File: config.mk
export PLATFORM = sky130hd
export DESIGN_NAME = mem_lite2full_bridge_flat
export DESIGN_NICKNAME = d
export VERILOG_FILES = /design/src/rtl/mem_lite2full_bridge_if.sv /design/src/rtl/mem_lite2full_bridge.sv /design/src/flat_wrapper.sv
export SDC_FILE = /design/constraint.sdc
export NUM_CORES = 1
export LEC_CHECK = 0
export CORE_MARGIN = 4
export CORE_UTILIZATION = 38
export CTS_CLUSTER_SIZE = 30
export DETAILED_ROUTE_END_ITERATION = 10
export HOLD_SLACK_MARGIN = 0.06
export PLACE_DENSITY = 0.78
export REMOVE_ABC_BUFFERS = 1
export SLEW_MARGIN = 5
export SYNTH_ARGS = -nofsm -noshare
export SYNTH_HDL_FRONTEND = slang
export SYNTH_SLANG_ARGS = --single-unit
File: constraint.sdc
create_clock -name clk_i -period 4.8 [get_ports clk_i]
set_clock_uncertainty 0.1 [all_clocks]
set_input_delay 1.2 -clock clk_i [delete_from_list [all_inputs] [get_ports clk_i]]
set_output_delay 1.2 -clock clk_i [all_outputs]
set_load 0.005 [all_outputs]
File: src/rtl/mem_lite2full_bridge_if.sv
// Bus bundle between a lite core port and split instruction/data SRAM-style channels.
// Handshakes: lite side holds lite_valid_i until the one-cycle lite_ready_o pulse;
// mem side holds *_req_o and its fields stable until sampled with *_gnt_i=1, and the
// response arrives as a one-cycle *_valid_i (with *_error_i) at or after the grant.
interface mem_lite2full_bridge_if #(
  parameter int ADDR_WIDTH = 32,
  parameter int DATA_WIDTH = 32
);
  localparam int STRB = DATA_WIDTH / 8;

  logic                  lite_valid_i;
  logic                  lite_instr_i;
  logic [ADDR_WIDTH-1:0] lite_addr_i;
  logic [DATA_WIDTH-1:0] lite_wdata_i;
  logic [STRB-1:0]       lite_wstrb_i;
  logic                  lite_ready_o;
  logic [DATA_WIDTH-1:0] lite_rdata_o;
  logic                  lite_err_o;

  logic                  mem_instr_req_o;
  logic                  mem_instr_gnt_i;
  logic                  mem_instr_valid_i;
  logic                  mem_instr_error_i;
  logic [ADDR_WIDTH-1:0] mem_instr_addr_o;
  logic [DATA_WIDTH-1:0] mem_instr_rdata_i;

  logic                  mem_data_req_o;
  logic                  mem_data_gnt_i;
  logic                  mem_data_valid_i;
  logic                  mem_data_error_i;
  logic [ADDR_WIDTH-1:0] mem_data_addr_o;
  logic [DATA_WIDTH-1:0] mem_data_wdata_o;
  logic [STRB-1:0]       mem_data_be_o;
  logic                  mem_data_we_o;
  logic [DATA_WIDTH-1:0] mem_data_rdata_i;

  // Bridge view.
  modport master (
    input  lite_valid_i, lite_instr_i, lite_addr_i, lite_wdata_i, lite_wstrb_i,
    output lite_ready_o, lite_rdata_o, lite_err_o,
    output mem_instr_req_o, mem_instr_addr_o,
    input  mem_instr_gnt_i, mem_instr_valid_i, mem_instr_error_i, mem_instr_rdata_i,
    output mem_data_req_o, mem_data_addr_o, mem_data_wdata_o, mem_data_be_o, mem_data_we_o,
    input  mem_data_gnt_i, mem_data_valid_i, mem_data_error_i, mem_data_rdata_i
  );

  // Environment view (core plus memories).
  modport slave (
    output lite_valid_i, lite_instr_i, lite_addr_i, lite_wdata_i, lite_wstrb_i,
    input  lite_ready_o, lite_rdata_o, lite_err_o,
    input  mem_instr_req_o, mem_instr_addr_o,
    output mem_instr_gnt_i, mem_instr_valid_i, mem_instr_error_i, mem_instr_rdata_i,
    input  mem_data_req_o, mem_data_addr_o, mem_data_wdata_o, mem_data_be_o, mem_data_we_o,
    output mem_data_gnt_i, mem_data_valid_i, mem_data_error_i, mem_data_rdata_i
  );
endinterface

File: src/rtl/mem_lite2full_bridge.sv
// Lite core port to split instr/data req/gnt/valid channels: holds the request until
// granted, tracks the single outstanding response, reports errors and optional timeouts.
module mem_lite2full_bridge #(
  parameter int                    ADDR_WIDTH     = 32,
  parameter int                    DATA_WIDTH     = 32,
  parameter int                    TIMEOUT_CYCLES = 0,
  parameter logic [31:0]           ERR_INSTR      = 32'h0010_0073,
  parameter logic [DATA_WIDTH-1:0] ERR_RDATA      = '0
) (
  input  logic                   clk_i,
  input  logic                   rst_i,
  mem_lite2full_bridge_if.master bus,
  input  logic                   err_clr_i,
  output logic                   err_sticky_o,
  output logic [ADDR_WIDTH-1:0]  err_addr_o,
  output logic [1:0]             state_o
);
  localparam int STRB  = DATA_WIDTH / 8;
  localparam int CNT_W = (TIMEOUT_CYCLES > 0) ? $clog2(TIMEOUT_CYCLES + 1) : 1;
  localparam logic [CNT_W-1:0] CNT_LAST = CNT_W'((TIMEOUT_CYCLES > 0) ? TIMEOUT_CYCLES - 1 : 0);
  localparam logic [CNT_W-1:0] CNT_MAX  = '1;
  localparam logic [DATA_WIDTH-1:0] ERR_INSTR_X = DATA_WIDTH'(ERR_INSTR);

  localparam logic [1:0] S_IDLE = 2'd0;
  localparam logic [1:0] S_REQ  = 2'd1;
  localparam logic [1:0] S_WAIT = 2'd2;
  localparam logic [1:0] S_RESP = 2'd3;

  logic [1:0]            state_q;
  logic [ADDR_WIDTH-1:0] addr_q;
  logic [DATA_WIDTH-1:0] wdata_q;
  logic [STRB-1:0]       wstrb_q;
  logic                  instr_q;
  logic [DATA_WIDTH-1:0] rdata_q;
  logic                  err_q;
  logic [CNT_W-1:0]      cnt_q;
  logic                  drop_instr_q;
  logic                  drop_data_q;
  logic                  err_sticky_q;
  logic [ADDR_WIDTH-1:0] err_addr_q;

  logic                  sel_gnt, sel_valid, sel_error, sel_drop, is_write;
  logic [DATA_WIDTH-1:0] sel_rdata;
  logic                  present, granted, resp_now, timeout_now, resp_err;
  logic [DATA_WIDTH-1:0] resp_data;

  // Only the selected channel's inputs take part in the handshake.
  always_comb begin
    sel_gnt   = instr_q ? bus.mem_instr_gnt_i   : bus.mem_data_gnt_i;
    sel_valid = instr_q ? bus.mem_instr_valid_i : bus.mem_data_valid_i;
    sel_error = instr_q ? bus.mem_instr_error_i : bus.mem_data_error_i;
    sel_rdata = instr_q ? bus.mem_instr_rdata_i : bus.mem_data_rdata_i;
    sel_drop  = instr_q ? drop_instr_q          : drop_data_q;
    is_write  = !instr_q && (|wstrb_q);
    // A request is not presented while a timed-out response is still owed on that channel.
    present     = (state_q == S_REQ) && !sel_drop;
    granted     = present && sel_gnt;
    timeout_now = (TIMEOUT_CYCLES != 0) && (state_q == S_WAIT) && !sel_valid && (cnt_q == CNT_LAST);
    resp_now    = (granted && sel_valid) || ((state_q == S_WAIT) && sel_valid) || timeout_now;
    resp_err    = timeout_now || sel_error;
    if (is_write)     resp_data = '0;
    else if (resp_err) resp_data = instr_q ? ERR_INSTR_X : ERR_RDATA;
    else              resp_data = sel_rdata;
  end

  always_comb begin
    bus.mem_instr_req_o  = present && instr_q;
    bus.mem_instr_addr_o = (present && instr_q) ? addr_q : '0;
    bus.mem_data_req_o   = present && !instr_q;
    bus.mem_data_addr_o  = (present && !instr_q) ? addr_q : '0;
    bus.mem_data_wdata_o = (present && !instr_q) ? wdata_q : '0;
    bus.mem_data_be_o    = (present && !instr_q) ? wstrb_q : '0;
    bus.mem_data_we_o    = present && !instr_q && (|wstrb_q);
    bus.lite_ready_o     = (state_q == S_RESP);
    bus.lite_rdata_o     = (state_q == S_RESP) ? rdata_q : '0;
    bus.lite_err_o       = (state_q == S_RESP) && err_q;
  end

  always_ff @(posedge clk_i or posedge rst_i) begin
    if (rst_i) begin
      state_q <= S_IDLE;
      addr_q  <= '0;
      wdata_q <= '0;
      wstrb_q <= '0;
      instr_q <= 1'b0;
      rdata_q <= '0;
      err_q   <= 1'b0;
      cnt_q   <= '0;
    end else begin
      case (state_q)
        S_IDLE: if (bus.lite_valid_i) begin
          addr_q  <= bus.lite_addr_i;
          wdata_q <= bus.lite_wdata_i;
          wstrb_q <= bus.lite_wstrb_i;
          instr_q <= bus.lite_instr_i;
          state_q <= S_REQ;
        end
        S_REQ: if (granted) begin
          cnt_q   <= '0;
          state_q <= sel_valid ? S_RESP : S_WAIT;
        end
        S_WAIT: if (!resp_now && cnt_q != CNT_MAX) cnt_q <= cnt_q + 1'b1;
                else if (resp_now) state_q <= S_RESP;
        default: state_q <= S_IDLE;
      endcase
      if (resp_now) begin
        rdata_q <= resp_data;
        err_q   <= resp_err;
      end
    end
  end

  // A late response for a timed-out request is swallowed by its drop flag.
  always_ff @(posedge clk_i or posedge rst_i) begin
    if (rst_i) begin
      drop_instr_q <= 1'b0;
      drop_data_q  <= 1'b0;
    end else begin
      if (timeout_now && instr_q)                  drop_instr_q <= 1'b1;
      else if (drop_instr_q && bus.mem_instr_valid_i) drop_instr_q <= 1'b0;
      if (timeout_now && !instr_q)                 drop_data_q <= 1'b1;
      else if (drop_data_q && bus.mem_data_valid_i)  drop_data_q <= 1'b0;
    end
  end

  always_ff @(posedge clk_i or posedge rst_i) begin
    if (rst_i) begin
      err_sticky_q <= 1'b0;
      err_addr_q   <= '0;
    end else begin
      if (err_clr_i)                        err_sticky_q <= 1'b0;
      else if (state_q == S_RESP && err_q)  err_sticky_q <= 1'b1;
      if (state_q == S_RESP && err_q)       err_addr_q <= addr_q;
    end
  end

  assign err_sticky_o = err_sticky_q;
  assign err_addr_o   = err_addr_q;
  assign state_o      = state_q;
endmodule
File: src/flat_wrapper.sv
// flat-port wrapper written by rule: the top's interface ports become plain ports
module mem_lite2full_bridge_flat 
#(
  parameter int                    ADDR_WIDTH     = 32,
  parameter int                    DATA_WIDTH     = 32,
  parameter int                    TIMEOUT_CYCLES = 0,
  parameter logic [31:0]           ERR_INSTR      = 32'h0010_0073,
  parameter logic [DATA_WIDTH-1:0] ERR_RDATA      = '0
)
  (clk_i, rst_i, err_clr_i, err_sticky_o, err_addr_o, state_o, bus_lite_valid_i, bus_lite_instr_i, bus_lite_addr_i, bus_lite_wdata_i, bus_lite_wstrb_i, bus_lite_ready_o, bus_lite_rdata_o, bus_lite_err_o, bus_mem_instr_req_o, bus_mem_instr_addr_o, bus_mem_instr_gnt_i, bus_mem_instr_valid_i, bus_mem_instr_error_i, bus_mem_instr_rdata_i, bus_mem_data_req_o, bus_mem_data_addr_o, bus_mem_data_wdata_o, bus_mem_data_be_o, bus_mem_data_we_o, bus_mem_data_gnt_i, bus_mem_data_valid_i, bus_mem_data_error_i, bus_mem_data_rdata_i);
  mem_lite2full_bridge_if #(.ADDR_WIDTH(ADDR_WIDTH), .DATA_WIDTH(DATA_WIDTH)) bus_i ();
  input  logic clk_i;
  input  logic rst_i;
  input  logic err_clr_i;
  output logic err_sticky_o;
  output logic [ADDR_WIDTH-1:0] err_addr_o;
  output logic [1:0] state_o;
  input wire logic [$bits(bus_i.lite_valid_i)-1:0] bus_lite_valid_i;
  input wire logic [$bits(bus_i.lite_instr_i)-1:0] bus_lite_instr_i;
  input wire logic [$bits(bus_i.lite_addr_i)-1:0] bus_lite_addr_i;
  input wire logic [$bits(bus_i.lite_wdata_i)-1:0] bus_lite_wdata_i;
  input wire logic [$bits(bus_i.lite_wstrb_i)-1:0] bus_lite_wstrb_i;
  output wire logic [$bits(bus_i.lite_ready_o)-1:0] bus_lite_ready_o;
  output wire logic [$bits(bus_i.lite_rdata_o)-1:0] bus_lite_rdata_o;
  output wire logic [$bits(bus_i.lite_err_o)-1:0] bus_lite_err_o;
  output wire logic [$bits(bus_i.mem_instr_req_o)-1:0] bus_mem_instr_req_o;
  output wire logic [$bits(bus_i.mem_instr_addr_o)-1:0] bus_mem_instr_addr_o;
  input wire logic [$bits(bus_i.mem_instr_gnt_i)-1:0] bus_mem_instr_gnt_i;
  input wire logic [$bits(bus_i.mem_instr_valid_i)-1:0] bus_mem_instr_valid_i;
  input wire logic [$bits(bus_i.mem_instr_error_i)-1:0] bus_mem_instr_error_i;
  input wire logic [$bits(bus_i.mem_instr_rdata_i)-1:0] bus_mem_instr_rdata_i;
  output wire logic [$bits(bus_i.mem_data_req_o)-1:0] bus_mem_data_req_o;
  output wire logic [$bits(bus_i.mem_data_addr_o)-1:0] bus_mem_data_addr_o;
  output wire logic [$bits(bus_i.mem_data_wdata_o)-1:0] bus_mem_data_wdata_o;
  output wire logic [$bits(bus_i.mem_data_be_o)-1:0] bus_mem_data_be_o;
  output wire logic [$bits(bus_i.mem_data_we_o)-1:0] bus_mem_data_we_o;
  input wire logic [$bits(bus_i.mem_data_gnt_i)-1:0] bus_mem_data_gnt_i;
  input wire logic [$bits(bus_i.mem_data_valid_i)-1:0] bus_mem_data_valid_i;
  input wire logic [$bits(bus_i.mem_data_error_i)-1:0] bus_mem_data_error_i;
  input wire logic [$bits(bus_i.mem_data_rdata_i)-1:0] bus_mem_data_rdata_i;
  assign bus_i.lite_valid_i = bus_lite_valid_i;
  assign bus_i.lite_instr_i = bus_lite_instr_i;
  assign bus_i.lite_addr_i = bus_lite_addr_i;
  assign bus_i.lite_wdata_i = bus_lite_wdata_i;
  assign bus_i.lite_wstrb_i = bus_lite_wstrb_i;
  assign bus_lite_ready_o = bus_i.lite_ready_o;
  assign bus_lite_rdata_o = bus_i.lite_rdata_o;
  assign bus_lite_err_o = bus_i.lite_err_o;
  assign bus_mem_instr_req_o = bus_i.mem_instr_req_o;
  assign bus_mem_instr_addr_o = bus_i.mem_instr_addr_o;
  assign bus_i.mem_instr_gnt_i = bus_mem_instr_gnt_i;
  assign bus_i.mem_instr_valid_i = bus_mem_instr_valid_i;
  assign bus_i.mem_instr_error_i = bus_mem_instr_error_i;
  assign bus_i.mem_instr_rdata_i = bus_mem_instr_rdata_i;
  assign bus_mem_data_req_o = bus_i.mem_data_req_o;
  assign bus_mem_data_addr_o = bus_i.mem_data_addr_o;
  assign bus_mem_data_wdata_o = bus_i.mem_data_wdata_o;
  assign bus_mem_data_be_o = bus_i.mem_data_be_o;
  assign bus_mem_data_we_o = bus_i.mem_data_we_o;
  assign bus_i.mem_data_gnt_i = bus_mem_data_gnt_i;
  assign bus_i.mem_data_valid_i = bus_mem_data_valid_i;
  assign bus_i.mem_data_error_i = bus_mem_data_error_i;
  assign bus_i.mem_data_rdata_i = bus_mem_data_rdata_i;
  mem_lite2full_bridge #(.ADDR_WIDTH(ADDR_WIDTH), .DATA_WIDTH(DATA_WIDTH), .TIMEOUT_CYCLES(TIMEOUT_CYCLES), .ERR_INSTR(ERR_INSTR), .ERR_RDATA(ERR_RDATA)) u_core (.clk_i(clk_i), .rst_i(rst_i), .bus(bus_i), .err_clr_i(err_clr_i), .err_sticky_o(err_sticky_o), .err_addr_o(err_addr_o), .state_o(state_o));
endmodule
==> results.ini, run 1 <==
[outcome]
status=finished clean

[power]
powerDensity_nw_per_um2=588
peakVddDrop_v=0.000296
p_leak_nw=4.65

[timing]
slew_headroom=0.266
period_minus_slack_ps=3880
rsz0062_at_grt=false
max_freq_ghz=0.258
hold_viol=0
layout_setup_ws_ps=919
finalSetupViolCount=0
finalMaxSlewViolations=0
worstMarginPinSlew_ps=1100
finalCritPeriodShare=0.809

[cts]
clock_latency_ps=420
htreeDepth=4
postCtsSetupBuffers=0
ctsResizeCount=0
cts_root_buffer=clkbuf_16
cts.sinks=137
cts_hold_buf=0
clk_path_buf_depth=2
cts_tree=done
clk_pin_slew_ps=60
numCtsBuffers=17

[place]
port_buffers=314
dp_hpwl_um=14000
dp_slack_ps=1230
routabilityCongestion=0.788
dpl.cell_count=1055

[final_layout]
utilization=0.614
diodes=0
drive_gt1_frac=0.209
num-nets-final=996
fill_cells=1452
final_common_cell=clkdlybuf4s50_1
mostFrequentLayoutCells=clkdlybuf4s50_1 (314), dfrtp_1 (136), mux2_2 (105)
syn2layout_area_growth_pct=57.9
stdcell_count=1087

[critical_path]
r2r_slack_ps=1610
cp_cell_sequence=inv_1 > ha_1 > nor2b_4 > buf_12 > and2_1 > clkdlybuf4s50_1
crit_fanout=41
cp-start-kind=flip-flop
crit_path_end_kind=primary output
rr_worst_depth=6
cp_slowest_stage_delay_ps=540
path_class=flip-flop to primary output
cpMaxStageDelayCell=nor2b_4
arrival_ps=2580
critPathRequiredTime_ps=3500

[route]
first_pass_iters=4
ant_nets=0
route.detailed.drc=0
vias_per_cell=4.80
post_drt_wl_per_cell_um=17.7
drt_iter0_drc=169
routed_wirelength_um=19300
via_count=5213

[floorplan]
initial_utilization=0.389
core.rowCount=48
coreArea_sq_um=17400
io_pins=315
die-area_sq_um=20000
die_x_um=141
die_y_um=141

[synth]
synth.distinct_cells=24
ys_warn_count=0
ys_seq_area_frac=0.508
postSynthCellCount=546
syn_area_sq_um=6760
synth_seq_cells=137
avgSynthCellArea_sq_um=12.4

[global_route]
grt_usage=0.190
grt_pass1_vias=5244
grt_first_pass_wirelength_um=29500
antenna_found_initial=0
grt-ovfl-total=0
grt_max_degree=75

[worst_hold_path]
min_path_type=flip-flop to flip-flop
whs_path_depth=1

[flow_run]
maxCapViolations=0

cells in the mapped netlist:
| cell type | number | area (sq um) |
|---|---|---|
| a22o_1 | 1 | 8.76 |
| nand2b_1 | 1 | 6.26 |
| clkbuf_1 | 18 | 67.6 |
| nor4_1 | 1 | 6.26 |
| o21ai_2 | 1 | 8.76 |
| a211oi_1 | 1 | 7.51 |
| o22ai_1 | 6 | 37.5 |
| nand3_1 | 1 | 5.00 |
| mux2_2 | 105 | 1180 |
| ha_1 | 4 | 50.1 |
| and2_1 | 102 | 638 |
| nor2b_1 | 7 | 43.8 |
| and3_1 | 32 | 200 |
| inv_1 | 6 | 22.5 |
| dfrtp_1 | 137 | 3430 |
| a222oi_1 | 1 | 10.0 |
| mux2_4 | 30 | 450 |
| mux2i_1 | 30 | 300 |
| buf_6 | 5 | 56.3 |
| buf_2 | 7 | 35.0 |
| nand2_1 | 4 | 15.0 |
| nor2_1 | 36 | 135 |
| o21ai_0 | 2 | 10.0 |
| buf_1 | 8 | 30.0 |
critical path, delay by kind of cell (launching register included):
kind          cells  cell delay, ps
buf+inv           3             890
fa+ha+maj         1             170
flops             1             410
simple gates      2             680
stage by stage:
step                hold WS [ps]  setup TNS (ps)  area (sq um)  power (mW)
floorplan                    371          -22990          6570        3.62
global placement             380               0         10100        5.01
detailed placement           385               0         10100        5.09
CTS                          399               0         10700        6.36
global route                 404               0         10700        6.67
finish                       396               0         10700        6.27
path summary, 6_finish.rpt:
check / from / endpoint
worst min-delay path: u_core.wdata_q[2] / u_core.wdata_q[2]
min in group asynchronous: rst_i / u_core.wstrb_q[0]
worst min register to register: u_core.wdata_q[2] / u_core.wdata_q[2]
worst max-delay path: u_core.state_o[1] / bus_mem_data_addr_o[25]
max in group asynchronous: rst_i / u_core.addr_q[14]
worst max register to register: u_core.instr_q / u_core.rdata_q[20]
state kept, by name, indices dropped and copies added, names as in the netlist:
register / count
u_core.addr_q: 32
u_core.wdata_q: 32
u_core.state_o: 2
u_core.instr_q: 1
u_core.err_q: 1
u_core.err_sticky_o: 1
u_core.err_addr_o: 32
u_core.wstrb_q: 4
u_core.rdata_q: 32
per-layer routing:
layer / vias to the layer above / global-route usage / share of wire
li1: 2464 / - / -
met5: - / 0 / 0
met4: 0 / 0.0643 / 0.025
met1: 2521 / 0.220 / 0.39
met2: 202 / 0.323 / 0.50
met3: 26 / 0.0725 / 0.090
report_power, final:
group,internal (mW),switching [mW]
registers,1.75,0.381
logic,1.81,1.08
clock network,0.730,0.521
total,4.29,1.98
kinds of logic after synthesis:
group,count (synthesis),synth area share
adders and majority gates,4,0.00741
DFF,137,0.508
muxes,165,0.286
AOI/OAI and AO/OA,12,0.0122
buffers and inverters,44,0.0313
and+or+nand+nor,184,0.155
cell type report:
type / instances / area, sq um / area share
flip-flops and latches: 137 / 3430 / 0.322
repair buffers: 322 / 3230 / 0.303
multi-input cells: 365 / 3130 / 0.294
clock buffers: 19 / 443 / 0.0415
well taps: 225 / 282 / 0.0264
clock inverters: 13 / 123 / 0.0115
inverters: 6 / 27.5 / 0.00258
(Power assumes the default switching activity.)
==> run 2, diff against run 1 <==
Settings changed: CORE_UTILIZATION 38 to 42, PLACE_DENSITY 0.78 to 0.82.
Clock period 4.8 ns to 3.8 ns, I/O delays scaled along.
==> run 2 against run 1 <==
Against the previous run: total power rose by 28%; largest power group unchanged; setup slack worse by 520 ps; die area decreased by 9.0%; final cell count decreased by 0.74%; non-clock buffer count is 1 higher.
==> results.ini, run 2 (synthesis results as in run 1) <==
[timing]
setup-tns-final_ps=0  ; unchanged
hold_viol=0  ; unchanged
hold_ws_ps=398  ; +1.63 ps
finalMaxSlewViolations=0  ; unchanged
finalSetupViolCount=0  ; unchanged
period_minus_slack_ps=3400
rsz0062_at_grt=false
max_freq_ghz=0.294
slew_headroom=0.265  ; -0.00124
worstMarginPinSlew_ps=1100  ; +1.72 ps
finalCritPeriodShare=0.896

[outcome]
status=finished clean

[route]
met1_length_um=7860  ; +5.9%
wl_met3_um=1260  ; -27%
drt_iter0_drc=236  ; +40%
routed_wirelength_um=20600  ; +6.8%
vias_per_cell=5.03  ; +5.0%
ant_nets=0  ; unchanged
first_pass_iters=4  ; unchanged
route.detailed.drc=0  ; unchanged
highest_layer=met4
wl_met2_um=10800  ; +12%
post_drt_wl_per_cell_um=19.1  ; +7.6%
via_count=5431  ; +4.2%

[floorplan]
die_y_um=135  ; -4.6%
io_pins=315  ; unchanged
core.rowCount=46  ; -4.2%
die_x_um=135  ; -4.6%
coreArea_sq_um=15800  ; -8.8%
die-area_sq_um=18200  ; -9.0%
initial_utilization=0.427  ; +0.0376

[cts]
clk_pin_slew_ps=60  ; about the same
clk_path_buf_depth=2  ; unchanged
numCtsBuffers=17  ; unchanged
cts_hold_buf=0  ; unchanged
htreeDepth=4  ; unchanged
postCtsSetupBuffers=0  ; unchanged
cts_tree=done
cts_root_buffer=clkbuf_16
clock_latency_ps=420  ; about the same
ctsResizeCount=0  ; unchanged
cts.sinks=137  ; unchanged

[place]
port_buffers=314  ; unchanged
dp_hpwl_um=15100  ; +7.6%
dpl.cell_count=1047  ; -0.76%
placedInstanceArea_sq_um=10100  ; -0.14%
routabilityCongestion=0.857  ; +8.7%

[power]
peakVddDrop_v=0.000442  ; +49%
netSwitchingPower_mw=2.56  ; +29%
power_frac_seq=0.344  ; +0.005
combPwrFrac=0.459  ; -0.002
clockPowerShare=0.198  ; -0.002
powerDensity_nw_per_um2=752  ; +28%
finalPower_mw=8.01  ; +28%
switching_share=0.319  ; +0.00336
p_leak_nw=4.66  ; +0.31%
internal-power_mw=5.46  ; +27%

[final_layout]
drive_gt1_frac=0.211  ; +0.00208
diodes=0  ; unchanged
syn2layout_area_growth_pct=57.8  ; about the same
fin_area_sq_um=10700  ; about the same
stdcell_count=1079  ; -0.74%
mostFrequentLayoutCells=clkdlybuf4s50_1 (314), dfrtp_1 (136), mux2_2 (105)
final_common_cell=clkdlybuf4s50_1
num-nets-final=997  ; +0.10%

[critical_path]
crit_fanout=41  ; unchanged
path_class=flip-flop to primary output
cp-start-kind=flip-flop
crit_path_end_kind=primary output
arrival_ps=2350  ; -230 ps
rr_worst_depth=5  ; -1
critPathRequiredTime_ps=2750  ; -750 ps

[global_route]
grt_usage=0.222  ; +0.0323
grt_pass1_vias=5865  ; +12%
antenna_found_initial=0  ; unchanged
grt_max_degree=70  ; -6.7%
grt_first_pass_wirelength_um=31400  ; +6.5%
grt-ovfl-total=0  ; unchanged

[flow_run]
maxCapViolations=0  ; unchanged

[worst_hold_path]
whs_path_depth=1  ; unchanged
min_path_type=flip-flop to flip-flop

run 2: cell types whose count changed in the layout (fill, tap and decap cells not counted), sizes merged:
cell,change
buf,+1
inv,-2
clkinvlp,-1
clkbuf,+3
run 2: final timing paths:
kind	startpoint	slack (ps)	to
max in group asynchronous	rst_i	1910	u_core.wstrb_q[1]
min	u_core.wdata_q[20]	400	u_core.wdata_q[20]
min reg2reg	u_core.wdata_q[20]	400	u_core.wdata_q[20]
min in group asynchronous	rst_i	880	u_core.rdata_q[25]
max reg2reg	u_core.instr_q	830	u_core.rdata_q[30]
max	u_core.instr_q	400	bus_mem_data_wdata_o[29]
run 2: layout make-up:
class                           instances  area, sq um
Clock inverter                         10         93.8
Tap cell                              216          270
Multi-Input combinational cell        365         3130
Timing Repair Buffer                  323         3220
Fill cell                            1131         5160
Inverter                                6         27.5
Sequential cell                       137         3430
Clock buffer                           22          484
run 2: metrics by stage:
step	utilization	setup WS (ps)
2_1_floorplan	-	-918
3_3_place_gp	0.637	859
3_5_place_dp	0.637	818
4_1_cts	0.674	346
5_1_grt	0.674	251
6_report	0.674	396
run 2: critical path, stage by stage, from the launching register on:
cell and delay, ps:
dfrtp_2 640, nor2b_4 190, buf_4 330, and2_1 210, clkdlybuf4s50_1 540
run 2: power by group through the flow:
stage | registers, mW | clock network [mW] | logic, mW
final | 2.75 | 1.59 | 3.68
after CTS | 2.74 | 1.62 | 3.72
after global routing | 2.84 | 1.68 | 3.94
after detailed placement | 2.75 | 0 | 3.69
after floorplan | 2.63 | 0 | 1.94
after global placement | 2.70 | 0 | 3.58
run 2: metal layers:
layer / up-vias / global-route usage
li1: 2458 / -
met1: 2732 / 0.248
met2: 200 / 0.394
met3: 41 / 0.0656
met4: 0 / 0.0956
met5: - / 0
==> run 3, diff against run 2 <==
Settings changed: CORE_UTILIZATION 42 to 35, PLACE_DENSITY 0.82 to 0.7.
==> run 3 against run 2 <==
Against the previous run: sequential power hardly changed; critical path depth is 2 higher; first-iteration DRC count is 36% lower; clock-buffer cell count decreased by 3; die area up 19%; final area up 1.3%; flip-flop and latch count unchanged; largest cell class unchanged.
==> results.ini, run 3 (synthesis results as in run 1) <==
[route]
routed_wirelength_um=20300  ; -1.4%
post_drt_wl_per_cell_um=18.0  ; -5.4%
first_pass_iters=5  ; +1
via_count=5141  ; -5.3%
drt_iter0_drc=151  ; -36%
vias_per_cell=4.57  ; -9.1%
ant_nets=0  ; unchanged
route.detailed.drc=0  ; unchanged

[timing]
finalCritPeriodShare=0.900  ; +0.00383
max_freq_ghz=0.293  ; -0.43%
hold_viol=0  ; unchanged
slew_headroom=0.228  ; -0.0363
finalSetupViolCount=0  ; unchanged
worstMarginPinSlew_ps=1160  ; +54.6 ps
rsz0062_at_grt=false
period_minus_slack_ps=3420  ; +14.6 ps
finalMaxSlewViolations=0  ; unchanged

[outcome]
status=finished clean

[power]
clockPowerShare=0.211  ; +0.013
combPwrFrac=0.454  ; -0.005
internal-power_mw=5.62  ; +2.9%
powerDensity_nw_per_um2=754  ; +0.32%
switching_share=0.311  ; -0.00875
p_leak_nw=4.70  ; +0.81%
power_frac_seq=0.335  ; -0.009
netSwitchingPower_mw=2.53  ; -1.2%
finalPower_mw=8.14  ; +1.6%
peakVddDrop_v=0.000413  ; -6.6%

[cts]
htreeDepth=4  ; unchanged
cts.sinks=137  ; unchanged
clock_latency_ps=410  ; about the same
clk_path_buf_depth=2  ; unchanged
cts_root_buffer=clkbuf_16
postCtsSetupBuffers=0  ; unchanged
clk_pin_slew_ps=60  ; about the same
cts_tree=done
ctsResizeCount=0  ; unchanged
cts_hold_buf=0  ; unchanged
numCtsBuffers=17  ; unchanged

[flow_run]
maxCapViolations=0  ; unchanged

[final_layout]
drive_gt1_frac=0.211  ; -0.000244
final_common_cell=clkdlybuf4s50_1
num-nets-final=999  ; +0.20%
stdcell_count=1124  ; +4.2%
diodes=0  ; unchanged
mostFrequentLayoutCells=clkdlybuf4s50_1 (314), dfrtp_1 (136), mux2_2 (105)
syn2layout_area_growth_pct=59.9

[global_route]
grt_usage=0.186  ; -0.0365
grt-ovfl-total=0  ; unchanged
grt_first_pass_wirelength_um=31200  ; -0.74%
grt_max_degree=64  ; -8.6%
grt_pass1_vias=5373  ; -8.4%
antenna_found_initial=0  ; unchanged

[place]
port_buffers=314  ; unchanged
dp_hpwl_um=14900  ; -1.4%
routabilityCongestion=0.804  ; -6.2%
dpl.cell_count=1093  ; +4.4%

[floorplan]
initial_utilization=0.359  ; -0.0681
die-area_sq_um=21600  ; +19%
die_y_um=147  ; +9.0%
io_pins=315  ; unchanged
core.rowCount=50  ; +8.7%
die_x_um=147  ; +9.0%
coreArea_sq_um=18800  ; +19%

[critical_path]
arrival_ps=2370  ; +20 ps
critPathRequiredTime_ps=2750  ; about the same
crit_path_end_kind=primary output
cp-start-kind=flip-flop
crit_fanout=43  ; +4.9%
path_class=flip-flop to primary output

[worst_hold_path]
min_path_type=flip-flop to flip-flop

==> run 3: per-stage QoR <==
| step | TNS (ps) | cell area (sq um) | hold slack (ps) | utilization | setup slack (ps) |
|---|---|---|---|---|---|
| 5_1_grt | 0 | 10800 | 411 | 0.574 | 251 |
| 2_1_floorplan | -159640 | 6570 | 371 | - | -918 |
| 3_3_place_gp | 0 | 10200 | 379 | 0.541 | 802 |
| 4_1_cts | 0 | 10800 | 398 | 0.574 | 350 |
| 6_report | 0 | 10800 | 393 | 0.574 | 381 |
| 3_5_place_dp | 0 | 10200 | 384 | 0.541 | 807 |
==> run 3: layout make-up <==
class	count	area, sq um
fill	1599	8030
sequential	137	3430
timing repair buffer	325	3280
multi-input combinational	365	3130
clock buffer	19	433
tap	260	325
clock inverter	12	176
inverter	6	27.5
==> run 3: worst paths after layout <==
| path | startpoint | endpoint | depth (start not counted) | slack (ps) |
|---|---|---|---|---|
| max | u_core.state_o[1] | bus_mem_data_addr_o[17] | 6 | 380 |
| min | u_core.wdata_q[4] | u_core.wdata_q[4] | 1 | 390 |
| max reg2reg | u_core.instr_q | u_core.rdata_q[22] | 5 | 1500 |
| min reg2reg | u_core.wdata_q[4] | u_core.wdata_q[4] | 1 | 390 |
| max in group asynchronous | rst_i | u_core.addr_q[19] | 3 | 1860 |
| min in group asynchronous | rst_i | u_core.rdata_q[30] | 2 | 910 |
==> run 3: critical path, cell delays in order (launching register included) <==
cell and delay [ps]:
dfrtp_1 420, inv_1 110, ha_1 190, nor2b_4 150, buf_4 350, and2_1 210
clkdlybuf4s50_1 510
==> run 3: routing by layer <==
metal	vias to the layer above	routed length, um	global-route usage
met4	0	370	0.0555
met5	-	0	0
li1	2471	-	-
met3	19	1250	0.0561
met1	2489	8360	0.227
met2	162	10300	0.317
==> run 3: power by group through the flow <==
stage	clock network, mW	logic, mW	registers, mW
5_1_grt	1.83	4.00	2.83
2_1_floorplan	0	1.94	2.63
4_1_cts	1.76	3.76	2.74
6_report	1.72	3.69	2.73
3_5_place_dp	0	3.74	2.75
3_3_place_gp	0	3.70	2.74
